--- src/rtl/approx_adder_sweep_ctrl.sv ---
// approx_adder_sweep_ctrl
//   Drives an exhaustive operand sweep into one approximate adder and
//   accumulates error statistics against the exact sum.
//
// Parameters
//   IN_W     operand width; adder has 2*IN_W inputs and IN_W+1 outputs
//   ET       error threshold; a run violates it when max_err > ET
//   DUT_LAT  adder latency in cycles, 0..7 (0 = combinational)
//
// Ports
//   clk           rising-edge clock
//   rst_n         synchronous active-low reset
//   start         begin a run (sampled in IDLE only)
//   abort         stop the current run (sampled in RUN only)
//   dut_in        adder input vector, a = low IN_W bits, b = high IN_W bits
//   approx_sum    adder outputs, LSB first
//   busy          run in progress
//   done          one-cycle pulse at run completion
//   max_err       largest |approx - exact| seen in the run
//   err_count     number of vectors with nonzero error
//   sum_err       total |approx - exact| over the run
//   et_violation  max_err > ET, sticky within a run

// Absolute error of one adder result against the exact sum.
module approx_adder_sweep_err #(
   parameter int IN_W = 2
) (
   input  logic [IN_W-1:0] a,
   input  logic [IN_W-1:0] b,
   input  logic [IN_W:0]   approx,
   output logic [IN_W:0]   err
);
   logic [IN_W:0] exact;

   always_comb begin
      exact = {1'b0, a} + {1'b0, b};
      // Unsigned difference taken in whichever direction stays non-negative.
      if (approx >= exact) err = approx - exact;
      else                 err = exact - approx;
   end
endmodule

module approx_adder_sweep_ctrl #(
   parameter int IN_W    = 2,
   parameter int ET      = 7,
   parameter int DUT_LAT = 0
) (
   input  logic              clk,
   input  logic              rst_n,
   input  logic              start,
   input  logic              abort,
   output logic [2*IN_W-1:0] dut_in,
   input  logic [IN_W:0]     approx_sum,
   output logic              busy,
   output logic              done,
   output logic [IN_W:0]     max_err,
   output logic [2*IN_W:0]   err_count,
   output logic [3*IN_W:0]   sum_err,
   output logic              et_violation
);
   localparam logic [1:0] S_IDLE = 2'd0;
   localparam logic [1:0] S_RUN  = 2'd1;
   localparam logic [1:0] S_DONE = 2'd2;

   localparam logic [2:0]        LAT      = 3'(DUT_LAT);
   localparam logic [31:0]       ET_U     = 32'(ET);
   localparam logic [2*IN_W-1:0] LAST_VEC = '1;

   logic [1:0]    state;
   logic [2:0]    hold_cnt;
   logic [IN_W:0] err;
   logic [IN_W:0] new_max;
   logic          err_nz;
   logic          new_viol;

   approx_adder_sweep_err #(.IN_W(IN_W)) u_err (
      .a      (dut_in[IN_W-1:0]),
      .b      (dut_in[2*IN_W-1:IN_W]),
      .approx (approx_sum),
      .err    (err)
   );

   // Candidate statistics for the current vector; only committed on the
   // last edge of its hold window.
   always_comb begin
      err_nz   = |err;
      new_max  = (err > max_err) ? err : max_err;
      new_viol = 32'(new_max) > ET_U;
   end

   always_ff @(posedge clk) begin
      if (!rst_n) begin
         state        <= S_IDLE;
         hold_cnt     <= '0;
         dut_in       <= '0;
         busy         <= 1'b0;
         done         <= 1'b0;
         max_err      <= '0;
         err_count    <= '0;
         sum_err      <= '0;
         et_violation <= 1'b0;
      end else begin
         case (state)
            S_IDLE: begin
               done <= 1'b0;
               if (start) begin
                  state        <= S_RUN;
                  busy         <= 1'b1;
                  hold_cnt     <= '0;
                  dut_in       <= '0;
                  max_err      <= '0;
                  err_count    <= '0;
                  sum_err      <= '0;
                  et_violation <= 1'b0;
               end
            end
            S_RUN: begin
               if (abort) begin
                  // Partial results are kept; no sample on this edge.
                  state <= S_IDLE;
                  busy  <= 1'b0;
               end else if (hold_cnt == LAT) begin
                  // Last edge of the hold window: adder output has settled
                  // for this vector.
                  hold_cnt     <= '0;
                  max_err      <= new_max;
                  err_count    <= err_count + {{(2*IN_W){1'b0}}, err_nz};
                  sum_err      <= sum_err + {{(2*IN_W){1'b0}}, err};
                  et_violation <= et_violation | new_viol;
                  dut_in       <= dut_in + 1'b1; // wraps to 0 after LAST_VEC
                  if (dut_in == LAST_VEC) begin
                     state <= S_DONE;
                     busy  <= 1'b0;
                     done  <= 1'b1;
                  end
               end else begin
                  hold_cnt <= hold_cnt + 3'd1;
               end
            end
            S_DONE: begin
               // start is not looked at here, so a held start is taken on
               // the next IDLE cycle.
               state <= S_IDLE;
               done  <= 1'b0;
            end
            default: begin
               state <= S_IDLE;
               busy  <= 1'b0;
               done  <= 1'b0;
            end
         endcase
      end
   end
endmodule
--- config.mk ---
export PLATFORM = sky130hd
export DESIGN_NAME = approx_adder_sweep_ctrl
export DESIGN_NICKNAME = d
export VERILOG_FILES = /design/src/rtl/approx_adder_sweep_ctrl.sv
export SDC_FILE = /design/constraint.sdc
export NUM_CORES = 1
export LEC_CHECK = 0
export CAP_MARGIN = 20
export CORE_MARGIN = 3
export CORE_UTILIZATION = 27
export DETAILED_ROUTE_END_ITERATION = 6
export GPL_TIMING_DRIVEN = 0
export HOLD_SLACK_MARGIN = 0.1
export PLACE_DENSITY = 0.53
export SETUP_SLACK_MARGIN = 0.02
export SLEW_MARGIN = 10
export SYNTH_ARGS = -nofsm -noshare
export SYNTH_HDL_FRONTEND = slang
export SYNTH_SLANG_ARGS = --single-unit
--- constraint.sdc ---
create_clock -name clk -period 4.3 [get_ports clk]
set_clock_uncertainty 0.15 [all_clocks]
set_input_delay 0.86 -clock clk [delete_from_list [all_inputs] [get_ports clk]]
set_output_delay 0.86 -clock clk [all_outputs]
set_load 0.01 [all_outputs]
==> metrics.cfg, run 1 <==
[synthesis]
synth-seq-cells = 26
yosys-top-cells-count = 26 x dfxtp_1, 19 x ha_1, 14 x nand2_1, 13 x inv_1, 13 x nor2_1
synth_area_leaders = dfxtp_1 33%, ha_1 15%, fa_1 5.1%, xor2_1 4.4%, nand2_1 3.3%
syn_nets = 204
yosysWarnings = 0
synthCells = 174
yosysTopAreaCell = dfxtp_1
synth_edf_count = 0
synth.cell_area_mm2 = 0.001578
yosysMostFrequentCell = dfxtp_1
ys_seq_area_frac = 0.3299
synth_ff_type = dfxtp_1
async_flop_share = 0
synth.distinct_cells = 36
synth_top_area_frac = 0.3299
synth_area_per_cell_um2 = 9.068

[die]
die-height_um = 82.45
die_w_um = 82.45
ios = 29
start_util = 0.2831
core_area_mm2 = 0.005574
dieArea_mm2 = 0.006797
placement_rows = 27

[cts]
clk_latency_ns = 0.28
cts_setup_buffers = 0
cts_buffer_depth = 2
cts_buffers = 3
cts_max_level = 1
cts_tree = done
hold_buffers = 0
cts_sinks = 26
clock-root-buffer = clkbuf_8
path_clk_slew_ns = 0.10

[timing]
tightest_slew_ns = 0.6651
period_needed_ns = 3.912
rsz0062_at_grt = no
fin_setup_tns_ns = 0
max_clock_freq_ghz = 0.2556
fin_crit_sh = 0.9098
slew_headroom = 0.5536
finalHoldViolCount = 0
setup_violations = 0
drv_slew = 0

[setup_path]
cp_data_arrival_time_ns = 3.94
cp-end-kind = flip-flop
worstSetupPathType = reg -> reg
critPathLaunch = dut_in[0]
r2r-start = dut_in[0]
crit_required_ns = 4.33
crit_fanout = 6
critPathLaunchType = flip-flop

[route]
routed_wl_um = 3235
num_vias = 1224
vias_per_cell = 4.435
drtIter0Drc = 20
drtAntennaViolNets = 0
routedWlPerCell_um = 11.72
dr.pass1.iters = 2
drc = 0

[flow_run]
maxCapViolCount = 0

[power_and_ir_drop]
switching_share = 0.2566
powerDensity_mw_per_mm2 = 277.7
p_leak_nw = 0.7942
p_int_mw = 0.4135
ir_drop_mv = 0.1430
combPwrFrac = 0.167
seqPwrFrac = 0.454
power_mw = 0.5562
pwr-share-clk = 0.379
p_switching_mw = 0.1427

[outcome]
status = finished, final reports clean

[final_layout]
num_antenna_cells = 0
fin_nets = 235
fillers = 571
layout-drive-gt1-share = 0.04412
area_delta_synth_final_pct = 26.96

[global_routing]
grt_usage = 0.1088
grt_pass1_wl_um = 5630
antenna_found_initial = 0
grt_max_degree = 16
grt_overflow_total = 0
grt_pass1_vias = 1213

[placement]
dp_hpwl_um = 2510
port_buffers = 26
routabilityCongestion = 0.7384

[worst_hold_path]
min_from = err_count[0]
min_path_type = reg -> reg

## kinds of logic (layout without fill, tap and decap cells)
family          after synthesis  after routing  share of synthesized area
compound gates               31             31                     0.1388
xor+xnor                     11             11                    0.06107
fa+ha+maj                    23             23                     0.2014
buf+inv                      20             50                    0.05076
flops                        26             26                     0.3299
mux                           2              2                    0.01269
other cells                   1              1                   0.002377
simple gates                 60             60                     0.2030
## worst max-delay path, cell delays in order, from the launching register on
cell and delay (ns):
dfxtp_1 0.47, ha_1 0.18, inv_1 0.05, fa_1 0.55, inv_1 0.10, ha_1 0.29, a31o_4 0.23, a21oi_1 0.19
mux2i_2 0.44, ha_1 0.32, nor2b_1 0.13, o21ai_0 0.14, a32oi_1 0.10, and4_1 0.25, a32o_1 0.20
## area by class of cell
| cell class | instances | area, um2 | share of cell area |
|---|---|---|---|
| Buffer | 7 | 31.28 | 0.01562 |
| Clock inverter | 1 | 30.03 | 0.01499 |
| Sequential cell | 26 | 520.5 | 0.2598 |
| Tap cell | 72 | 90.09 | 0.04497 |
| Multi-Input combinational cell | 128 | 980.9 | 0.4897 |
| Inverter | 13 | 48.80 | 0.02436 |
| Clock buffer | 3 | 41.29 | 0.02061 |
| Timing Repair Buffer | 26 | 260.3 | 0.1299 |
## power groups by stage
stage                     combinational (mW)  sequential [mW]  clock [mW]
after CTS                             0.0930            0.253       0.222
after floorplan                       0.0606            0.259           0
after global routing                   0.107            0.254       0.226
final                                 0.0928            0.252       0.211
after global placement                0.0915            0.258           0
after detailed placement              0.0926            0.258           0
## state kept, by name (all words and copies together), names as in the netlist
register,cells
sum_err,7
busy,1
hold_cnt,3
dut_in,4
done,1
err_count,5
state,2
max_err,3
## repair_timing
action | CTS | global route
setup endpoints to repair | 0 | 3
endpoints found under the hold margin | 0 | 0
gates resized for setup | 0 | 1
## worst paths after layout
kind | end | slack [ns] | cells past startpoint
setup / recovery | max_err[0] | 0.39 | 14
hold reg to reg | err_count[0] | 0.34 | 2
hold / removal | err_count[0] | 0.34 | 2
setup reg to reg | max_err[0] | 0.39 | 14
## cells in the final DEF (no fill, tap or decap), drive strengths merged
cell type / count
dfxtp: 26
clkdlybuf4s50: 26
ha: 19
nand2: 14
inv: 13
nor2: 13
a21oi: 9
xor2: 8
clkbuf: 8
nor2b: 7
nand3: 6
a21boi: 6
nand2b: 6
o21ai: 6
nand4: 5
fa: 4
xnor2: 3
a32o: 3
o211a: 2
or3: 2
a21o: 2
mux2i: 2
buf: 2
a31o: 1
or4b: 1
nand4bb: 1
and2: 1
nand3b: 1
o21a: 1
a32oi: 1
and4: 1
nor3b: 1
nor3: 1
conb: 1
bufinv: 1
## stage by stage
| step | worst slack, ns | utilization | cell area [um2] | hold slack, ns | instances |
|---|---|---|---|---|---|
| floorplan | 0.6465 | - | 1578 | 0.3409 | 174 |
| global placement | 0.007915 | 0.3459 | 1928 | 0.3243 | 272 |
| detailed placement | 0.02192 | 0.3459 | 1928 | 0.3289 | 272 |
| CTS | 0.2508 | 0.3587 | 1999 | 0.3447 | 276 |
| global route | 0.08380 | 0.3594 | 2003 | 0.3742 | 276 |
| finish | 0.3877 | 0.3594 | 2003 | 0.3391 | 276 |
## routing by layer
layer  routed length, um  track usage  part of all wire  up-vias
met5                   0            0                 0        -
met4                  38      0.02990             0.012        0
met3                 138      0.02603             0.043        5
met2                1422       0.1779              0.44       20
met1                1636       0.1423              0.51      550
li1                    -            -                 -      649
(Power assumes the default switching activity.)
==> run 2, diff against run 1 <==
--- a/config.mk
+++ b/config.mk
@@ -12,6 +12,7 @@
 export GPL_TIMING_DRIVEN = 0
 export HOLD_SLACK_MARGIN = 0.1
 export PLACE_DENSITY = 0.53
+export REMOVE_ABC_BUFFERS = 1
 export SETUP_SLACK_MARGIN = 0.02
 export SLEW_MARGIN = 10
 export SYNTH_ARGS = -nofsm -noshare
==> run 2 against run 1 <==
Against the previous run: clock power is 23% lower; utilization fell by 0.54 points; global-route usage fell by 0.70 points; worst hold slack got worse by 0.0073 ns; first-iteration DRC count increased by 130%; flip-flop and latch count is the same; non-clock buffer count fell by 5; final area is 1.5% lower; clock-buffer cell count grew 1; critical path depth unchanged; critical endpoint is now max_err[1].
==> metrics.cfg, run 2 (synthesis gave the netlist of run 1 again) <==
[final_layout]
reg_top3 = sum_err x7, err_count x5, dut_in x4
largest-register = sum_err
final_common_cell = clkdlybuf4s50_1
fin_nets = 230
fillers = 572
multi_input_area_um2 = 980.9
final_cell_count_no_fill = 271
area_delta_synth_final_pct = 25.06
seq_area_um2 = 520.5
final_cell_mix = 27 x clkdlybuf4s50_1, 26 x dfxtp_1, 19 x ha_1, 14 x nand2_1
largest_register_ffs = 7
fin_util = 0.3540
num_antenna_cells = 0
layout-drive-gt1-share = 0.04020

[setup_path]
cp_common_cell = ha_1
crit_fanout = 6
crit_required_ns = 4.32
cpPeakStageDelay_ns = 0.55
r2r-start = dut_in[0]
r2r_end = max_err[1]
r2r_setup_slack_ns = 0.39
cp-end-kind = flip-flop
cp_data_arrival_time_ns = 3.93
critPathLaunchType = flip-flop
cp_num_cells = 14
critical_path.cell_chain = ha_1 > inv_1 > fa_1 > inv_1 > ha_1 > a31o_4 > a21oi_1 > mux2i_2 > ha_1 > nor2b_1 > o21ai_0 > a32oi_1 > and4_1 > a32o_1
worst_path_max_delay_cell = fa_1
rr_worst_depth = 14
worstSetupPathType = reg -> reg
crit_family = adder cells
cp_num_buf_inv = 2

[timing]
max_clock_freq_ghz = 0.2558
setup_violations = 0
setup_ws_ns = 0.3903
fin_crit_sh = 0.9092
tightest_slew_ns = 0.7226
rsz0062_at_grt = no
period_needed_ns = 3.910
drv_slew = 0
fin_setup_tns_ns = 0
finalHoldViolCount = 0
slew_headroom = 0.5151

[cts]
cts_tree = done
hold_buffers = 0
cts_buffers = 3
postCtsResizedCells = 0
cts_max_level = 1
clock-root-buffer = clkbuf_8
cts_setup_buffers = 0
cts_buffer_depth = 2
path_clk_slew_ns = 0.10
clk_latency_ns = 0.27
cts_sinks = 26

[global_routing]
grt_usage = 0.1017
grt_overflow_total = 0
grt_max_degree = 19
antenna_found_initial = 0
grt_pass1_wl_um = 5409
grt_pass1_vias = 1141

[die]
core_area_mm2 = 0.005574
die-height_um = 82.45
ios = 29
start_util = 0.2831
placement_rows = 27
dieArea_mm2 = 0.006797
die_w_um = 82.45

[power_and_ir_drop]
p_leak_nw = 0.7805
powerDensity_mw_per_mm2 = 257.0
ir_drop_mv = 0.2111
power_mw = 0.5071

[placement]
routabilityCongestion = 0.7401
dp_hpwl_um = 2459
dp_cells = 266
port_buffers = 27
pre_cts_ws_ns = -0.01842

[route]
vias_per_cell = 4.443
drtIter0Drc = 46
num_vias = 1204
drtAntennaViolNets = 0
routedWlPerCell_um = 11.88
drc = 0
routed_wl_um = 3220
dr.pass1.iters = 4

[worst_hold_path]
min_to = sum_err[0]
min_path_type = reg -> reg
min_from = sum_err[0]
whs_path_depth = 2

[outcome]
status = finished, final reports clean

[flow_run]
maxCapViolCount = 0

## run 2: final cells by class
class / count / share of cell area
clock buffer: 4 / 0.02790
multi-input combinational: 128 / 0.4971
inverter: 13 / 0.02473
timing repair buffer: 28 / 0.1408
tap: 72 / 0.04566
sequential: 26 / 0.2638
## run 2: worst max-delay path by stage
stage,slack [ns],endpoint,start
after floorplan,0.64,err_count[4],dut_in[0]
after global placement,-0.02,max_err[1],approx_sum[0]
after detailed placement,-0.02,max_err[0],approx_sum[0]
after CTS,0.23,max_err[0],dut_in[0]
after global routing,0.06,max_err[1],dut_in[0]
final,0.39,max_err[1],dut_in[0]
## run 2: per-layer routing
layer	vias to the layer above	part of all wire	global-route usage	routed length [um]
li1	637	-	-	-
met1	547	0.53	0.1430	1692
met2	18	0.43	0.1603	1396
met3	2	0.036	0.02495	116
met4	0	0.0043	0.01495	14
met5	-	0	0	0
## run 2: worst min-delay path: cells and delay by family (launching register included)
kind             cells  cell delay (ns)
AO/OA/AOI/OAI        1             0.05
flip-flops           1             0.34
AND/OR/NAND/NOR      1             0.06
## run 2: where the power goes
| group | total, mW | internal [mW] | switching, mW |
|---|---|---|---|
| sequential | 0.252 | 0.246 | 0.00602 |
| combinational | 0.0915 | 0.0420 | 0.0495 |
| clock | 0.163 | 0.0819 | 0.0813 |
## run 2: through the flow
stage,hold slack [ns],cell area [um2]
final,0.3317,1973
after global placement,0.3184,1907
after global routing,0.3683,1973
after floorplan,0.3409,1546
after detailed placement,0.3265,1907
after CTS,0.3383,1962
==> run 3, diff against run 2 <==
==> constraint.sdc (replaced) <==
create_clock -name clk -period 4.3 [get_ports clk]
set_clock_uncertainty 0.15 [all_clocks]
set_input_delay 0.86 -clock clk [delete_from_list [all_inputs] [get_ports clk]]
set_output_delay 0.86 -clock clk [all_outputs]
set_load 0.05 [all_outputs]
==> results of run 3 <==
Same layout as run 2 (identical final DEF). Status: finished, final reports clean.
Among the figures that moved: total power 0.5071 mW -> 0.5204 mW; worst IR drop on VDD 0.2111 mV -> 0.2115 mV
